--- config.mk ---
export PLATFORM = sky130hd
export DESIGN_NAME = keypad_scanner
export DESIGN_NICKNAME = d
export VERILOG_FILES = /design/src/rtl/keypad_pkg.sv /design/src/rtl/keypad_scanner_sync_2ff.sv /design/src/rtl/keypad_scanner.sv
export SDC_FILE = /design/constraint.sdc
export NUM_CORES = 1
export LEC_CHECK = 0
export CAP_MARGIN = 0
export CELL_PAD_IN_SITES_DETAIL_PLACEMENT = 0
export CELL_PAD_IN_SITES_GLOBAL_PLACEMENT = 1
export CORE_MARGIN = 1.5
export CORE_UTILIZATION = 42
export CTS_CLUSTER_SIZE = 25
export DETAILED_ROUTE_END_ITERATION = 10
export GPL_ROUTABILITY_DRIVEN = 0
export PLACE_DENSITY = 0.73
export SETUP_SLACK_MARGIN = 0.02
export SYNTH_ARGS = -nofsm -noshare
export SYNTH_HDL_FRONTEND = slang
export SYNTH_HIERARCHICAL = 1
export SYNTH_SLANG_ARGS = --single-unit
--- constraint.sdc ---
create_clock -name clk -period 4 [get_ports clk]
set_input_delay 1 -clock clk [delete_from_list [all_inputs] [get_ports clk]]
set_output_delay 1 -clock clk [all_outputs]
set_load 0.01 [all_outputs]
--- src/rtl/keypad_pkg.sv ---
// keypad_pkg
// Shared definitions for the 4x4 matrix keypad scanner: debounce FSM
// states, matrix dimensions, the key map and the scan-result encoding.
// A scan result is 5 bits: bit 4 set means "exactly one key closed" and
// bits 3:0 carry its hex code. SCAN_NONE means no key or several keys.
package keypad_pkg;

  typedef enum logic [1:0] {
    IDLE         = 2'd0,
    PRESS_PEND   = 2'd1,
    HELD         = 2'd2,
    RELEASE_PEND = 2'd3
  } state_e;

  localparam int NUM_COLS = 4;
  localparam int NUM_ROWS = 4;

  // Pmod KYPD layout, indexed by {row, col}.
  localparam logic [0:15][3:0] KEY_MAP = '{
    4'h1, 4'h2, 4'h3, 4'hA,
    4'h4, 4'h5, 4'h6, 4'hB,
    4'h7, 4'h8, 4'h9, 4'hC,
    4'h0, 4'hF, 4'hE, 4'hD
  };

  localparam logic [4:0] SCAN_NONE = 5'b0_0000;

  // Hex code of the key at the given row/column crossing.
  function automatic logic [3:0] key_code(input logic [1:0] r, input logic [1:0] c);
    return KEY_MAP[{r, c}];
  endfunction

endpackage

--- src/rtl/keypad_scanner_sync_2ff.sv ---
// sync_2ff
// Two-flop synchronizer for a bus of independent asynchronous level inputs.
// Ports:
//   clk   - destination clock
//   rst_n - asynchronous active-low reset, flops load RST_VAL
//   d_i   - asynchronous input bus
//   q_o   - synchronized output bus (two clk cycles of latency)
module sync_2ff #(
  parameter int                 WIDTH   = 4,
  parameter logic [WIDTH-1:0]   RST_VAL = '1
) (
  input  logic             clk,
  input  logic             rst_n,
  input  logic [WIDTH-1:0] d_i,
  output logic [WIDTH-1:0] q_o
);

  logic [WIDTH-1:0] meta_q;
  logic [WIDTH-1:0] sync_q;

  // Two-stage capture; the first stage may go metastable, the second settles.
  always_ff @(posedge clk or negedge rst_n) begin
    if (!rst_n) begin
      meta_q <= RST_VAL;
      sync_q <= RST_VAL;
    end else begin
      meta_q <= d_i;
      sync_q <= meta_q;
    end
  end

  assign q_o = sync_q;

endmodule

--- src/rtl/keypad_scanner.sv ---
// keypad_scanner
// Scans a 4x4 active-low matrix keypad one column at a time, forms one
// result per full scan (a single closed key, or NONE), and debounces those
// results into accepted presses and releases.
// Ports:
//   clk         - system clock
//   rst_n       - asynchronous active-low reset
//   row_i       - keypad rows, active-low, asynchronous to clk
//   col_o       - keypad column drive, active-low, one column low at a time
//   key_o       - hex code of the last accepted key
//   key_valid_o - one-cycle pulse when a new press is accepted
//   key_held_o  - high from press acceptance until release acceptance
module keypad_scanner
  import keypad_pkg::*;
#(
  parameter int SCAN_DIV       = 100000,
  parameter int DEBOUNCE_SCANS = 4
) (
  input  logic       clk,
  input  logic       rst_n,
  input  logic [3:0] row_i,
  output logic [3:0] col_o,
  output logic [3:0] key_o,
  output logic       key_valid_o,
  output logic       key_held_o
);

  localparam int              SW        = $clog2(SCAN_DIV);
  localparam logic [SW-1:0]   SLOT_LAST = SW'(SCAN_DIV - 1);
  localparam int              CW        = (DEBOUNCE_SCANS < 2) ? 1 : $clog2(DEBOUNCE_SCANS + 1);
  localparam logic [CW-1:0]   CNT_ONE   = CW'(1);
  // Value of cnt at which one more match completes the debounce.
  localparam logic [CW-1:0]   CNT_LAST  = CW'(DEBOUNCE_SCANS - 1);

  // Column sequencer
  logic [SW-1:0]         slot_q, slot_d;
  logic [1:0]            col_idx_q, col_idx_d;
  logic [NUM_COLS-1:0]   col_q, col_d;

  // Scan accumulator: hits saturate at 2, meaning "more than one"
  logic [1:0]            hits_q, hits_d;
  logic [3:0]            code_q, code_d;

  // Debounce FSM and outputs
  state_e                state_q, state_d;
  logic [3:0]            cand_q, cand_d;
  logic [CW-1:0]         cnt_q, cnt_d;
  logic [3:0]            key_q, key_d;
  logic                  key_valid_q, key_valid_d;
  logic                  key_held_q, key_held_d;

  logic [NUM_ROWS-1:0]   row_sync;
  logic                  sample;
  logic                  scan_end;
  logic [2:0]            col_cnt;
  logic [3:0]            col_code;
  logic [2:0]            tot;
  logic [1:0]            tot_sat;
  logic [3:0]            merged_code;
  logic [4:0]            result;

  sync_2ff #(
    .WIDTH   (NUM_ROWS),
    .RST_VAL (4'hF)
  ) u_row_sync (
    .clk   (clk),
    .rst_n (rst_n),
    .d_i   (row_i),
    .q_o   (row_sync)
  );

  assign sample   = (slot_q == SLOT_LAST);
  assign scan_end = sample && (col_idx_q == 2'd3);

  // Slot counter and column rotation; column advances when the slot wraps.
  always_comb begin
    slot_d    = slot_q + SW'(1);
    col_idx_d = col_idx_q;
    col_d     = col_q;
    if (sample) begin
      slot_d    = '0;
      col_idx_d = col_idx_q + 2'd1;
      col_d     = {col_q[NUM_COLS-2:0], col_q[NUM_COLS-1]};
    end else begin
      col_idx_d = col_idx_q;
    end
  end

  // Closures seen in the active column and the code of the last one found.
  always_comb begin
    col_cnt  = 3'd0;
    col_code = 4'h0;
    for (int r = 0; r < NUM_ROWS; r++) begin
      if (!row_sync[r]) begin
        col_cnt  = col_cnt + 3'd1;
        col_code = key_code(2'(r), col_idx_q);
      end else begin
        col_cnt  = col_cnt;
      end
    end
  end

  // Merge this column into the running scan; the code only matters while
  // exactly one closure has been seen, so it is taken from the first column
  // that reported any.
  always_comb begin
    tot         = {1'b0, hits_q} + col_cnt;
    tot_sat     = (tot >= 3'd2) ? 2'd2 : tot[1:0];
    merged_code = (hits_q == 2'd0) ? col_code : code_q;
    result      = (tot_sat == 2'd1) ? {1'b1, merged_code} : SCAN_NONE;
  end

  // Accumulator update; cleared after the column-3 sample starts a new scan.
  always_comb begin
    hits_d = hits_q;
    code_d = code_q;
    if (sample) begin
      if (col_idx_q == 2'd3) begin
        hits_d = 2'd0;
        code_d = 4'h0;
      end else begin
        hits_d = tot_sat;
        code_d = merged_code;
      end
    end else begin
      hits_d = hits_q;
    end
  end

  // Debounce FSM, advanced once per completed scan result.
  always_comb begin
    state_d     = state_q;
    cand_d      = cand_q;
    cnt_d       = cnt_q;
    key_d       = key_q;
    key_valid_d = 1'b0;
    key_held_d  = key_held_q;
    if (scan_end) begin
      case (state_q)
        IDLE: begin
          if (result[4]) begin
            cand_d = result[3:0];
            if (DEBOUNCE_SCANS == 1) begin
              state_d     = HELD;
              key_d       = result[3:0];
              key_valid_d = 1'b1;
              key_held_d  = 1'b1;
              cnt_d       = '0;
            end else begin
              state_d = PRESS_PEND;
              cnt_d   = CNT_ONE;
            end
          end else begin
            cnt_d = '0;
          end
        end
        PRESS_PEND: begin
          if (result == {1'b1, cand_q}) begin
            if (cnt_q == CNT_LAST) begin
              state_d     = HELD;
              key_d       = cand_q;
              key_valid_d = 1'b1;
              key_held_d  = 1'b1;
              cnt_d       = '0;
            end else begin
              cnt_d = cnt_q + CW'(1);
            end
          end else if (result[4]) begin
            cand_d = result[3:0];
            cnt_d  = CNT_ONE;
          end else begin
            state_d = IDLE;
            cnt_d   = '0;
          end
        end
        HELD: begin
          if (result == {1'b1, key_q}) begin
            state_d = HELD;
          end else if (DEBOUNCE_SCANS == 1) begin
            state_d    = IDLE;
            key_held_d = 1'b0;
            cnt_d      = '0;
          end else begin
            state_d = RELEASE_PEND;
            cnt_d   = CNT_ONE;
          end
        end
        RELEASE_PEND: begin
          if (result != {1'b1, key_q}) begin
            if (cnt_q == CNT_LAST) begin
              state_d    = IDLE;
              key_held_d = 1'b0;
              cnt_d      = '0;
            end else begin
              cnt_d = cnt_q + CW'(1);
            end
          end else begin
            // Contact came back before release was confirmed: no new pulse.
            state_d = HELD;
            cnt_d   = '0;
          end
        end
        default: begin
          state_d    = IDLE;
          cnt_d      = '0;
          key_held_d = 1'b0;
        end
      endcase
    end else begin
      state_d = state_q;
    end
  end

  // State registers for sequencer, accumulator, FSM and outputs.
  always_ff @(posedge clk or negedge rst_n) begin
    if (!rst_n) begin
      slot_q      <= '0;
      col_idx_q   <= 2'd0;
      col_q       <= 4'b1110;
      hits_q      <= 2'd0;
      code_q      <= 4'h0;
      state_q     <= IDLE;
      cand_q      <= 4'h0;
      cnt_q       <= '0;
      key_q       <= 4'h0;
      key_valid_q <= 1'b0;
      key_held_q  <= 1'b0;
    end else begin
      slot_q      <= slot_d;
      col_idx_q   <= col_idx_d;
      col_q       <= col_d;
      hits_q      <= hits_d;
      code_q      <= code_d;
      state_q     <= state_d;
      cand_q      <= cand_d;
      cnt_q       <= cnt_d;
      key_q       <= key_d;
      key_valid_q <= key_valid_d;
      key_held_q  <= key_held_d;
    end
  end

  assign col_o       = col_q;
  assign key_o       = key_q;
  assign key_valid_o = key_valid_q;
  assign key_held_o  = key_held_q;

endmodule

=== After elaboration in Yosys (flattened, before gate mapping) ===
Memories as Yosys holds them, arrays and structs flattened.
Index checks and enable logic that the tools add are counted.

* Bits in latches: 0
* Memory bits (writable): 0
* Memories: 4
* Input port bits: 6
* Memory bits (read-only): 256
* Logic and storage cells: 111
* Register bits: 52
* Output and inout port bits: 10

* $mul: 0
* Equality and inequality tests: 20
* Add/subtract/negate cells: 7
* Multiplexer cells: 48
* Divide/modulo/power cells: 0
* Shift-type cells: 0
* Reduce and logical (&&, ||, !) cells: 10
* Bitwise operators: 4
* $lt $le $gt $ge: 5

{| class="wikitable"
|+ Memories
! name !! words !! bits a word !! rd ports !! clocked after Yosys merged registers in !! wr ports !! RTL line !! RTL
|-
| (name not given) || 16 || 4 || 1 || 0 || 0 || keypad_pkg.sv:30 || <nowiki>return KEY_MAP[{r, c}];</nowiki>
|-
| (name not given) || 16 || 4 || 1 || 0 || 0 || keypad_pkg.sv:30 ||
|-
| (name not given) || 16 || 4 || 1 || 0 || 0 || keypad_pkg.sv:30 ||
|-
| (name not given) || 16 || 4 || 1 || 0 || 0 || keypad_pkg.sv:30 ||
|}

{| class="wikitable"
|+ Operators by type and width
! kind !! number
|-
| 2-to-1 mux 4 bit || 16
|-
| 2-to-1 mux 3 bit || 7
|-
| greater-or-equal comparator 5 bit, second input constant || 4
|-
| adder 17 x 1 -> 17 bit, second input constant || 1
|-
| == test 17 bit, second input constant || 1
|-
| 2-to-1 mux 17 bit || 1
|-
| 2-to-1 mux 2 bit || 8
|-
| inequality test 2 bit, second input constant || 7
|-
| adder 3 x 1 -> 3 bit, second input constant || 4
|-
| one-hot mux 3 bit (4 select lines) || 1
|-
| 2-to-1 mux 1 bit || 11
|-
| == test 5 bit || 2
|-
| inverter 4 -> 5 bit || 2
|-
| inequality test 3 bit, second input constant || 3
|-
| one-hot mux 2 bit (4 select lines) || 1
|-
| one-hot mux 4 bit (2 select lines) || 1
|-
| == test 2 bit, second input constant || 3
|-
| AND reduction 6 bit || 1
|-
| 2-to-1 mux 5 bit || 1
|-
| inequality test 5 bit || 1
|-
| inverter 2 -> 5 bit || 1
|-
| inverter 3 -> 5 bit || 1
|-
| AND reduction 5 bit || 1
|-
| == test 2 x 1 -> 1 bit, second input constant || 2
|-
| other kinds (11) || 13
|}

=== Depth between registers and ports, before layout ===
Gate-level depths: netlist of the first run.

* Depth after elaboration: 16
* Gate-level depth with buffers: 16

=== Cells and area by module ===
The synthesis of the first run kept the hierarchy.

{| class="wikitable"
|+ By module, submodules not included
! module !! cells each !! instances !! seq. area each (sq um) !! area each (sq um)
|-
| keypad_scanner || 284 || 1 || 1104.8 || 2651.3
|-
| sync_2ff || 8 || 1 || 210.2 || 210.2
|}

=== Least setup slack after synthesis of the first run ===
No wires, ideal clock.

* Path type: reg2reg
* Start point: reg u_row_sync.sync_q[1] (netlist: u_row_sync/q_o[1])
* End point: reg key_q[0] (netlist: key_o[0])
* Data arrival time: 4.113 ns
* Stages on the path, launching flop included: 15
* Data required time: 3.875 ns
* Path buffers: 2
* Slack: -0.238 ns
* Library setup time: 0.125 ns
* Path through: dfstp_2 > inv_1 > ha_1 > xnor2_1 > ha_1 > mux2_2 > fa_1 > xnor3_1 > or3b_1 > buf_2 > o31ai_4 > nand3_2 > or3_1 > buf_2 > mux2_4

* Cells in the longest elaborated chain, start to end: 12
* Elaborated cells between the ends (all ways): 16
* Classes of those cells: add/sub: 3; order compare: 1; eq/ne: 2; mux: 9; reduce/logical: 1

{| class="wikitable"
|+ RTL lines
! element !! RTL line !! RTL
|-
| start, declared || keypad_scanner_sync_2ff.sv:19 || <nowiki>logic [WIDTH-1:0] sync_q;</nowiki>
|-
| start signal, assigned || keypad_scanner_sync_2ff.sv:28 || <nowiki>sync_q <= meta_q;</nowiki>
|-
| 2-to-1 mux 3 bit || keypad_scanner.sv:94 || <nowiki>if (!row_sync[r]) begin</nowiki>
|-
| adder 3 x 1 -> 3 bit || keypad_scanner.sv:95 || <nowiki>col_cnt = col_cnt + 3'd1;</nowiki>
|-
| 2-to-1 mux 3 bit || keypad_scanner.sv:94 ||
|-
| adder 3 x 1 -> 3 bit || keypad_scanner.sv:95 ||
|-
| 2-to-1 mux 3 bit || keypad_scanner.sv:94 ||
|-
| adder 2 x 3 -> 3 bit || keypad_scanner.sv:107 || <nowiki>tot = {1'b0, hits_q} + col_cnt;</nowiki>
|-
| greater-or-equal comparator 3 x 2 -> 1 bit || keypad_scanner.sv:108 || <nowiki>tot_sat = (tot >= 3'd2) ? 2'd2 : tot[1:0];</nowiki>
|-
| 2-to-1 mux 2 bit || keypad_scanner.sv:108 ||
|-
| == test 2 x 1 -> 1 bit || keypad_scanner.sv:110 || <nowiki>result = (tot_sat == 2'd1) ? {1'b1, merged_code} : SCAN_NONE;</nowiki>
|-
| 2-to-1 mux 5 bit (*) || keypad_scanner.sv:110 ||
|-
| == test 5 bit (*) || keypad_scanner.sv:158 || <nowiki>if (result == {1'b1, cand_q}) begin</nowiki>
|-
| AND reduction 4 bit (no line) (*) || - ||
|-
| end signal, assigned || keypad_scanner.sv:237 || <nowiki>key_q <= key_d;</nowiki>
|-
| end, declared || keypad_scanner.sv:48 || <nowiki>logic [3:0] key_q, key_d;</nowiki>
|}

Every way passes the cells marked *; elsewhere a longest branch is shown, timed or not.
A chain may end at the register's enable or synchronous reset.

=== Worst setup path in the final report of the first run ===
* Start point: reg u_row_sync.sync_q[1] (netlist: u_row_sync/q_o[1])
* End point: reg cnt_q[0]

* Cells in the longest elaborated chain, start to end: 13
* Elaborated cells between the ends (all ways): 23
* Classes of those cells: add/sub: 3; order compare: 1; eq/ne: 5; mux: 13; reduce/logical: 1

{| class="wikitable"
|+ RTL lines
! element !! RTL line !! RTL
|-
| 2-to-1 mux 3 bit || keypad_scanner.sv:94 ||
|-
| adder 3 x 1 -> 3 bit || keypad_scanner.sv:95 ||
|-
| 2-to-1 mux 3 bit || keypad_scanner.sv:94 ||
|-
| adder 3 x 1 -> 3 bit || keypad_scanner.sv:95 ||
|-
| 2-to-1 mux 3 bit || keypad_scanner.sv:94 ||
|-
| adder 2 x 3 -> 3 bit || keypad_scanner.sv:107 ||
|-
| greater-or-equal comparator 3 x 2 -> 1 bit || keypad_scanner.sv:108 ||
|-
| 2-to-1 mux 2 bit || keypad_scanner.sv:108 ||
|-
| == test 2 x 1 -> 1 bit || keypad_scanner.sv:110 ||
|-
| 2-to-1 mux 5 bit (*) || keypad_scanner.sv:110 ||
|-
| inequality test 5 bit (tied with other cells) || keypad_scanner.sv:189 || <nowiki>if (result != {1'b1, key_q}) begin</nowiki>
|-
| 2-to-1 mux 3 bit (tied with other cells) || keypad_scanner.sv:189 ||
|-
| one-hot mux 3 bit (4 select lines) or AND reduction 2 bit (tied branches) || - ||
|-
| end signal, assigned || keypad_scanner.sv:236 || <nowiki>cnt_q <= cnt_d;</nowiki>
|-
| end, declared || keypad_scanner.sv:47 || <nowiki>logic [CW-1:0] cnt_q, cnt_d;</nowiki>
|}

Marked as above.

==> out/metrics.csv, run 1 <==
metric;value;unit
ANT cells;0;
RSZ-0062 raised after global routing;yes;
DR WL/cell;15.2;um
Async S/R FF share, synth;100;%
syn avg cell area;9.80;sq um
layout cells sized above 1;20.1;%
clock buffer depth;2;
# rows;29;
antenna-violating nets left;0;
Worst-path clk slew;90;ps
Max-Cap Viols;0;
fin crit period;3830;ps
post-synthesis cell area;2860;sq um
CTS tree;built;
initial core utilization;44.3;%
Worst-Skew Late Latency;300;ps
Comb pwr share;13.9;%
CP bufs+invs;2;
Final Skew;4.67;ps
largest area contributor in the synthesized netlist;dfrtp_1;
Slowest-stage cell, CP;dfstp_2;
failing checks;DRC;
net count after synthesis;307;
via count;2147;
Slew headroom;32.2;%
port bufs;15;
EDFF count, synth;0;
number of unique standard cell types used by synthesis;63;
die area;7320;sq um
first-pass GRT wire length;10.4;mm
initial antenna violation count;0;
H-tree Lvls;2;
Flop pwr share;54.2;%
crit path kind;flip-flop to flip-flop;
placed cells;386;
data arrival time of the worst path;4020;ps
Vias/cell;5.44;
final number of setup-violating endpoints;0;
Achievable Freq;0.261;GHz
worst endpoint required time;4190;ps
design area;3340;sq um
Worst Max-Slew Pin Slew;1020;ps
die width;85.5;um
Ports;16;
post-synthesis sequential area ratio;46.0;%
WHS;360;ps
worst-path fanout max;4;
1st-pass router iterations;7;
Hold Buf Count CTS;0;
Final Cycle Share;95.7;%
Syn Inst Count;292;
delay-heaviest family, CP;adder cells;
Hold/Removal Path Class;flip-flop to flip-flop;
grt ovf;0;
Switching Power;0.252;mW
endpoint class of the critical path;flip-flop;
Power per Cell Area;297;nW/um^2
LEAKAGE;1.44;nW
Switching Fraction;25.4;%
Non-Filler Instances;395;
GRT Resource Usage Total;17.8;%
synthesis-to-layout area growth;16.6;%
Final Hold Vio Count;0;
clock net sink count;52;
Pwr Total;0.992;mW
# DRC;1;
Core Region;6460;sq um
Die Height;85.5;um
CP startpoint kind;flip-flop;
vias in the first global route;2188;
CTS buffer count;5;
ys flop type;dfrtp_1;
Yosys warnings;6;
initial DRC count;91;
Clock Power Share;31.8;%
synth top area cells;dfrtp_1, dfstp_2, nand2_1;
critical-path cell list;inv_2, ha_4, xnor2_4, ha_1, mux2_4, fa_2, xnor3_2, or3b_4, a211o_1, a221oi_2, buf_4, a41oi_2, or2_4, o31a_1;
Slew Limit Fails;0;
Routed WL;6.01;mm
largest net degree at the start of global routing;45;
Root Driver;clkbuf_8;
Detail Placement HPWL;4.31;mm
layout net count;332;
Post-Place Cell Area;3170;sq um
Internal;0.740;mW
VDD IR max;173;uV
pre-CTS setup slack;-18.7;ps
worst setup margin;171;ps
post-synth top area share;35.9;%
Crit path largest cell delay;550;ps
status;complete, but fails checks;
Seq cells post-synth;52;
## layer usage
layer	wire length (um)	GRT usage, %	part of all wire, %
met3	102	2.50	1.7
met5	0	0	0
met4	62	5.72	1.0
met1	3060	24.8	51
met2	2780	28.8	46
## synth_stat cells (4+ instances only)
| cell | number |
|---|---|
| dfrtp_1 | 41 |
| nand2_1 | 38 |
| nor2_1 | 19 |
| o21ai_0 | 16 |
| inv_1 | 15 |
| a21oi_1 | 13 |
| dfstp_2 | 11 |
| xnor2_1 | 11 |
| ha_1 | 8 |
| or3_1 | 8 |
| nand3_1 | 7 |
| nand4_1 | 7 |
| clkbuf_1 | 6 |
| o31ai_1 | 6 |
| xor2_1 | 6 |
| nor3_1 | 5 |
| buf_2 | 4 |
| mux2_2 | 4 |
| nand2b_1 | 4 |
| o211ai_1 | 4 |
## state kept, by name, indices dropped and copies added (netlist names), 3 cells and up
| signal | cells |
|---|---|
| col_o | 4 |
| u_row_sync/q_o | 4 |
| code_q | 4 |
| slot_q | 17 |
| key_o | 4 |
| cnt_q | 3 |
| cand_q | 4 |
| u_row_sync/meta_q | 4 |
## power by group through the flow
stage | logic, mW | registers (mW) | clock network [mW]
detailed placement | 0.120 | 0.547 | 0
finish | 0.138 | 0.538 | 0.316
global route | 0.153 | 0.539 | 0.345
global placement | 0.119 | 0.547 | 0
floorplan | 0.0733 | 0.545 | 0
CTS | 0.123 | 0.538 | 0.336
## through the flow
stage,setup TNS [ps],util (%)
global placement,0,49.1
floorplan,0,-
global route,0,51.6
finish,0,51.6
detailed placement,-46.7,49.1
CTS,0,50.7
## cell families (layout without fill, tap and decap cells)
group,after synthesis,after routing,synth area share (%)
multiplexers,9,9,3.67
XOR/XNOR,18,18,5.99
flip-flops,52,52,46.0
AND/OR/NAND/NOR,114,114,20.9
AO/OA/AOI/OAI,64,64,15.6
buffers and inverters,26,52,3.72
adder cells (fa/ha/maj),9,9,4.20
## what timing repair did
action,in CTS,in global routing
setup endpoints to repair,10,12
buffers inserted,0,1
pin swaps,0,9
resized for setup,3,14
## cell usage in the layout, fill, tap and decap left out, types with 4 or more instances in the layout
| cell | synthesis | layout |
|---|---|---|
| o21ai_0 | 16 | 14 |
| clkdlybuf4s50_1 | 0 | 14 |
| o211ai_1 | 4 | 4 |
| inv_1 | 15 | 13 |
| a21oi_1 | 13 | 13 |
| nor3_1 | 5 | 5 |
| dfstp_2 | 11 | 11 |
| nand3_1 | 7 | 7 |
| nand4_1 | 7 | 7 |
| buf_4 | 1 | 14 |
| ha_1 | 8 | 7 |
| dfrtp_1 | 41 | 41 |
| or3_1 | 8 | 7 |
| nor2_1 | 19 | 19 |
| xor2_1 | 6 | 6 |
| nand2_1 | 38 | 37 |
| nand2b_1 | 4 | 4 |
| o31ai_1 | 6 | 6 |
| xnor2_1 | 11 | 10 |
| clkbuf_8 | 0 | 6 |
## path summary, 6_finish.rpt
kind	from	end	slack, ps	depth (start not counted)
max	u_row_sync/q_o[1]	cnt_q[0]	170	14
min	u_row_sync/meta_q[1]	u_row_sync/q_o[1]	360	0
max reg2reg	u_row_sync/q_o[1]	cnt_q[0]	170	14
min reg2reg	u_row_sync/meta_q[1]	u_row_sync/q_o[1]	360	0
max in group asynchronous	rst_n	u_row_sync/q_o[1]	2360	2
min in group asynchronous	rst_n	slot_q[14]	860	1
## final cells by class
class,count,area [sq um]
clock buffer,6,82.6
multi-input combinational,214,1520
sequential,52,1320
clock inverter,2,13.8
tap,77,96.3
fill,599,3120
timing repair buffer,29,250
inverter,15,56.3
## worst reg2reg max path: cells and delay by family, from the launching register on
kind                     cells  cell delay (ps)
AO/OA/AOI/OAI                4              720
XOR/XNOR                     2              410
adder cells (fa/ha/maj)      3              860
buffers and inverters        2              240
flip-flops                   1              550
multiplexers                 1              270
AND/OR/NAND/NOR              2              680
Note: power is estimated with default switching activity, not from simulation.
==> inputs of run 2 (changes only) <==
Settings changed: SETUP_SLACK_MARGIN 0.02 to 0.3, SLEW_MARGIN set to 20.
==> out/metrics.csv, run 2 (synthesis gave the netlist of run 1 again) <==
metric;value;unit
data arrival time of the worst path;4030;ps
status;complete, but fails checks;
Critical path origin;u_row_sync/q_o[1];
synthesis-to-layout area growth;17.4;%
Final Skew;11.4;ps
fin crit period;3830;ps
Non-Filler Instances;398;
CP startpoint kind;flip-flop;
final number of setup-violating endpoints;0;
crit path kind;flip-flop to flip-flop;
Worst R2R Setup Slack;170;ps
Worst-path clk slew;100;ps
first-pass GRT wire length;9.90;mm
largest net degree at the start of global routing;28;
Post-Place Cell Area;3100;sq um
leading cell type in the layout, fill and taps excluded;dfrtp_1;
Die Height;85.5;um
CTS tree;built;
max reg flops;17;
Root Driver;clkbuf_8;
layout cells sized above 1;20.9;%
clock buffer depth;2;
Routed WL;6.08;mm
clock net sink count;52;
port bufs;15;
antenna-violating nets left;0;
Detail Placement HPWL;4.26;mm
fin util;52.0;%
initial core utilization;44.3;%
via count;2205;
Worst-Skew Late Latency;310;ps
most flop-heavy register;slot_q;
design area;3360;sq um
placed cells;376;
failing checks;DRC;
cells on worst reg2reg path;13;
RSZ-0062 raised after global routing;yes;
endpoint class of the critical path;flip-flop;
crit path to;cnt_q[0];
LEAKAGE;1.45;nW
Power per Cell Area;298;nW/um^2
layout net count;335;
Slew headroom;50.1;%
# DRC;1;
Core Region;6460;sq um
worst-path fanout max;4;
RR Startpoint;u_row_sync/q_o[1];
Hold Buf Count CTS;0;
Ports;16;
vias in the first global route;2048;
die area;7320;sq um
GRT Resource Usage Total;17.2;%
# rows;29;
Max-Cap Viols;0;
Final Cycle Share;95.7;%
initial DRC count;111;
grt ovf;0;
H-tree Lvls;2;
Filler cells;598;
worst setup margin;171;ps
die width;85.5;um
ANT cells;0;
Slowest-stage cell, CP;dfstp_2;
DR WL/cell;15.3;um
Worst Max-Slew Pin Slew;748;ps
Crit path largest cell delay;550;ps
Final Hold Vio Count;0;
critical-path cell list;inv_2, ha_4, xnor2_2, ha_1, mux2_4, fa_2, xnor3_2, or3b_4, a211o_1, a221oi_4, a41oi_2, or2_2, o31a_1;
Hold/Removal Path Class;flip-flop to flip-flop;
VDD IR max;127;uV
Reg area;1320;sq um
1st-pass router iterations;7;
pre-CTS setup slack;-23.4;ps
reg2reg end;cnt_q[0];
Achievable Freq;0.261;GHz
Slew Limit Fails;0;
Vias/cell;5.54;
worst endpoint required time;4200;ps
CTS buffer count;5;
most frequent cells in the layout;dfrtp_1, nand2_1, nor2_1;
multi-input logic area;1520;sq um
initial antenna violation count;0;
-- run 2: cell count changes in the layout (fill, tap and decap cells not counted), sizes merged --
cell / before / now
buf: 15 / 18
-- run 2: area by class of cell --
class                      count  share of cell area (%)
sequential                    52                    39.2
tap                           77                    2.87
multi-input combinational    214                    45.3
clock inverter                 2                   0.410
clock buffer                   6                    2.46
inverter                      15                    1.68
timing repair buffer          32                    8.12
-- run 2: how the worst min path moves through the flow --
stage / from / cells past startpoint / slack, ps / endpoint
6_report: u_row_sync/meta_q[1] / 0 / 360 / u_row_sync/q_o[1]
5_1_grt: u_row_sync/meta_q[3] / 0 / 360 / u_row_sync/q_o[3]
3_5_place_dp: u_row_sync/meta_q[1] / 0 / 350 / u_row_sync/q_o[1]
2_1_floorplan: u_row_sync/meta_q[0] / 0 / 350 / u_row_sync/q_o[0]
4_1_cts: u_row_sync/meta_q[1] / 0 / 360 / u_row_sync/q_o[1]
3_3_place_gp: u_row_sync/meta_q[3] / 0 / 350 / u_row_sync/q_o[3]
-- run 2: through the flow --
step / total power [mW] / hold WS [ps] / TNS [ps]
floorplan: 0.623 / 345 / 0
global placement: 0.650 / 345 / 0
detailed placement: 0.651 / 348 / -65.9
CTS: 1.00 / 362 / 0
global route: 1.04 / 364 / 0
finish: 1.00 / 360 / 0
-- run 2: repair_timing --
| item | in CTS | in global routing |
|---|---|---|
| resized for setup | 8 | 3 |
| setup buffers | 10 | 4 |
| endpoints found under the setup margin | 13 | 15 |
| pin swaps | 8 | 12 |
-- run 2: layer usage --
layer | global-route usage, % | up-vias | routed length, um
met5 | 0 | - | 0
met1 | 25.4 | 1067 | 3170
li1 | - | 1097 | -
met3 | 2.89 | 5 | 156
met2 | 26.2 | 36 | 2700
met4 | 5.28 | 0 | 59
-- run 2: report_power, final --
| part | switching (mW) | internal (mW) | total, mW |
|---|---|---|---|
| clock network | 0.181 | 0.142 | 0.323 |
| logic | 0.0738 | 0.0676 | 0.141 |
| registers | 0.00463 | 0.533 | 0.538 |
-- run 2: critical path, delay by kind of cell, from the launching register on --
kind / cells / cell delay [ps]
compound gates: 4 / 920
mux: 1 / 280
simple gates: 2 / 710
fa+ha+maj: 3 / 840
buf+inv: 1 / 50
xor+xnor: 2 / 360
flops: 1 / 550
==> inputs of run 3 (changes only) <==
Settings changed: CORE_MARGIN 1.5 to 3, CORE_UTILIZATION 42 to 28, PLACE_DENSITY 0.73 to 0.5.
Clock period 4 ns to 4.9 ns, I/O delays scaled along.
==> out/metrics.csv, run 3 (synthesis gave the netlist of run 1 again) <==
metric;value;unit
status;completed;
final number of setup-violating endpoints;0;
leading cell type in the layout, fill and taps excluded;dfrtp_1;
Root Driver;clkbuf_8;
LEAKAGE;1.37;nW
antenna-violating nets left;0;
fin util;33.0;%
Power per Cell Area;241;nW/um^2
Ports;16;
Internal;0.573;mW
Final Skew;9.71;ps
RR Startpoint;u_row_sync/q_o[1];
Achievable Freq;0.232;GHz
CP startpoint kind;flip-flop;
initial antenna violation count;0;
initial core utilization;29.0;%
VDD IR max;105;uV
synthesis-to-layout area growth;13.7;%
first-pass GRT wire length;11.0;mm
initial DRC count;78;
die area;11500;sq um
Worst Max-Slew Pin Slew;801;ps
data arrival time of the worst path;4520;ps
die width;107;um
CP bufs+invs;1;
Switching Power;0.213;mW
Worst-path clk slew;110;ps
endpoint class of the critical path;flip-flop;
Comb pwr share;11.1;%
CTS buffer count;5;
Max-Cap Viols;0;
Hold Path Depth;0;
grt ovf;0;
Slew Limit Fails;0;
setup repair bufs after CTS;0;
Slew headroom;46.6;%
most frequent cells in the layout;dfrtp_1, nand2_1, nor2_1;
Flop pwr share;55.9;%
Switching Fraction;27.1;%
Top cell by count, worst path;ha_1;
CTS tree;built;
clock buffer depth;2;
# rows;36;
worst endpoint required time;5100;ps
layout net count;320;
crit path to;key_o[2];
Routed WL;6.47;mm
Vias/cell;4.79;
Hold/Removal Path Class;flip-flop to flip-flop;
cells on worst reg2reg path;12;
Final Cycle Share;88.1;%
# DRC;0;
worst-path fanout max;6;
Crit path largest cell delay;590;ps
Detail Placement HPWL;4.82;mm
H-tree Lvls;2;
Die Height;107;um
reg2reg end;key_o[2];
layout cells sized above 1;13.7;%
port bufs;15;
WHS;361;ps
Slowest-stage cell, CP;dfstp_2;
Pwr Total;0.786;mW
Worst R2R Setup Slack;580;ps
1st-pass router iterations;4;
vias in the first global route;2089;
ANT cells;0;
Worst-Skew Late Latency;310;ps
most flop-heavy register;slot_q;
largest net degree at the start of global routing;36;
Clock Power Share;33.0;%
Core Region;9860;sq um
RSZ-0062 raised after global routing;no;
critical-path cell list;inv_1, ha_1, xnor2_1, ha_1, mux2_2, fa_1, xnor3_1, or3b_4, o31ai_4, nand3_2, or3_4, mux2_4;
crit path kind;flip-flop to flip-flop;
fin crit period;4320;ps
critical path depth in cells;12;
via count;2101;
max reg flops;17;
Final Hold Vio Count;0;
GRT Resource Usage Total;12.2;%
delay-heaviest family, CP;simple AND/OR/NAND/NOR gates;
clock net sink count;52;
Filler cells;971;
Critical path origin;u_row_sync/q_o[1];
Total Neg Setup Slack;0;ps
DR WL/cell;14.7;um
==> run 3: metal layers <==
metal	wire length, um	GRT usage (%)	share of wire, %
met5	0	0	0
met4	82	3.20	1.3
met1	3330	17.5	51
met2	2910	18.2	45
met3	152	3.13	2.3
==> run 3: worst reg2reg max path, cell delays in order (launching register included) <==
cell and delay [ps]:
dfstp_2 590, inv_1 80, ha_1 310, xnor2_1 230, ha_1 270, mux2_2 270
fa_1 380, xnor3_1 430, or3b_4 470, o31ai_4 290, nand3_2 120, or3_4 450
mux2_4 310
==> run 3: worst min path at each step <==
stage	slack, ps	endpoint	start
after CTS	360	u_row_sync/q_o[2]	u_row_sync/meta_q[2]
after floorplan	350	u_row_sync/q_o[0]	u_row_sync/meta_q[0]
after detailed placement	350	u_row_sync/q_o[1]	u_row_sync/meta_q[1]
final	360	u_row_sync/q_o[2]	u_row_sync/meta_q[2]
after global routing	360	u_row_sync/q_o[2]	u_row_sync/meta_q[2]
after global placement	350	u_row_sync/q_o[2]	u_row_sync/meta_q[2]
==> run 3: through the flow <==
step           std cells  instance area, sq um  worst slack [ps]
2_1_floorplan        292                  2860               662
3_3_place_gp         431                  3140               511
3_5_place_dp         431                  3140               449
4_1_cts              439                  3230               405
5_1_grt              439                  3250               305
6_report             439                  3250               581
==> run 3: timing repair <==
action                                  4_1_cts  5_1_grt
hold buffers                                  0        0
gates resized for setup                       0        4
endpoints found under the setup margin        0        6
endpoints found under the hold margin         0        0
==> run 3: layout make-up <==
class | count | area [sq um] | area share [%]
timing repair buffer | 17 | 160 | 4.92
clock buffer | 5 | 68.8 | 2.11
sequential | 52 | 1320 | 40.4
clock inverter | 3 | 22.5 | 0.692
multi-input combinational | 214 | 1470 | 45.0
inverter | 15 | 56.3 | 1.73
tap | 133 | 166 | 5.11
==> run 3: power by group through the flow <==
stage | registers, mW | clock network, mW | logic, mW
floorplan | 0.445 | 0 | 0.0571
global placement | 0.447 | 0 | 0.0819
detailed placement | 0.447 | 0 | 0.0809
CTS | 0.439 | 0.275 | 0.0815
global route | 0.440 | 0.292 | 0.0989
finish | 0.439 | 0.259 | 0.0870
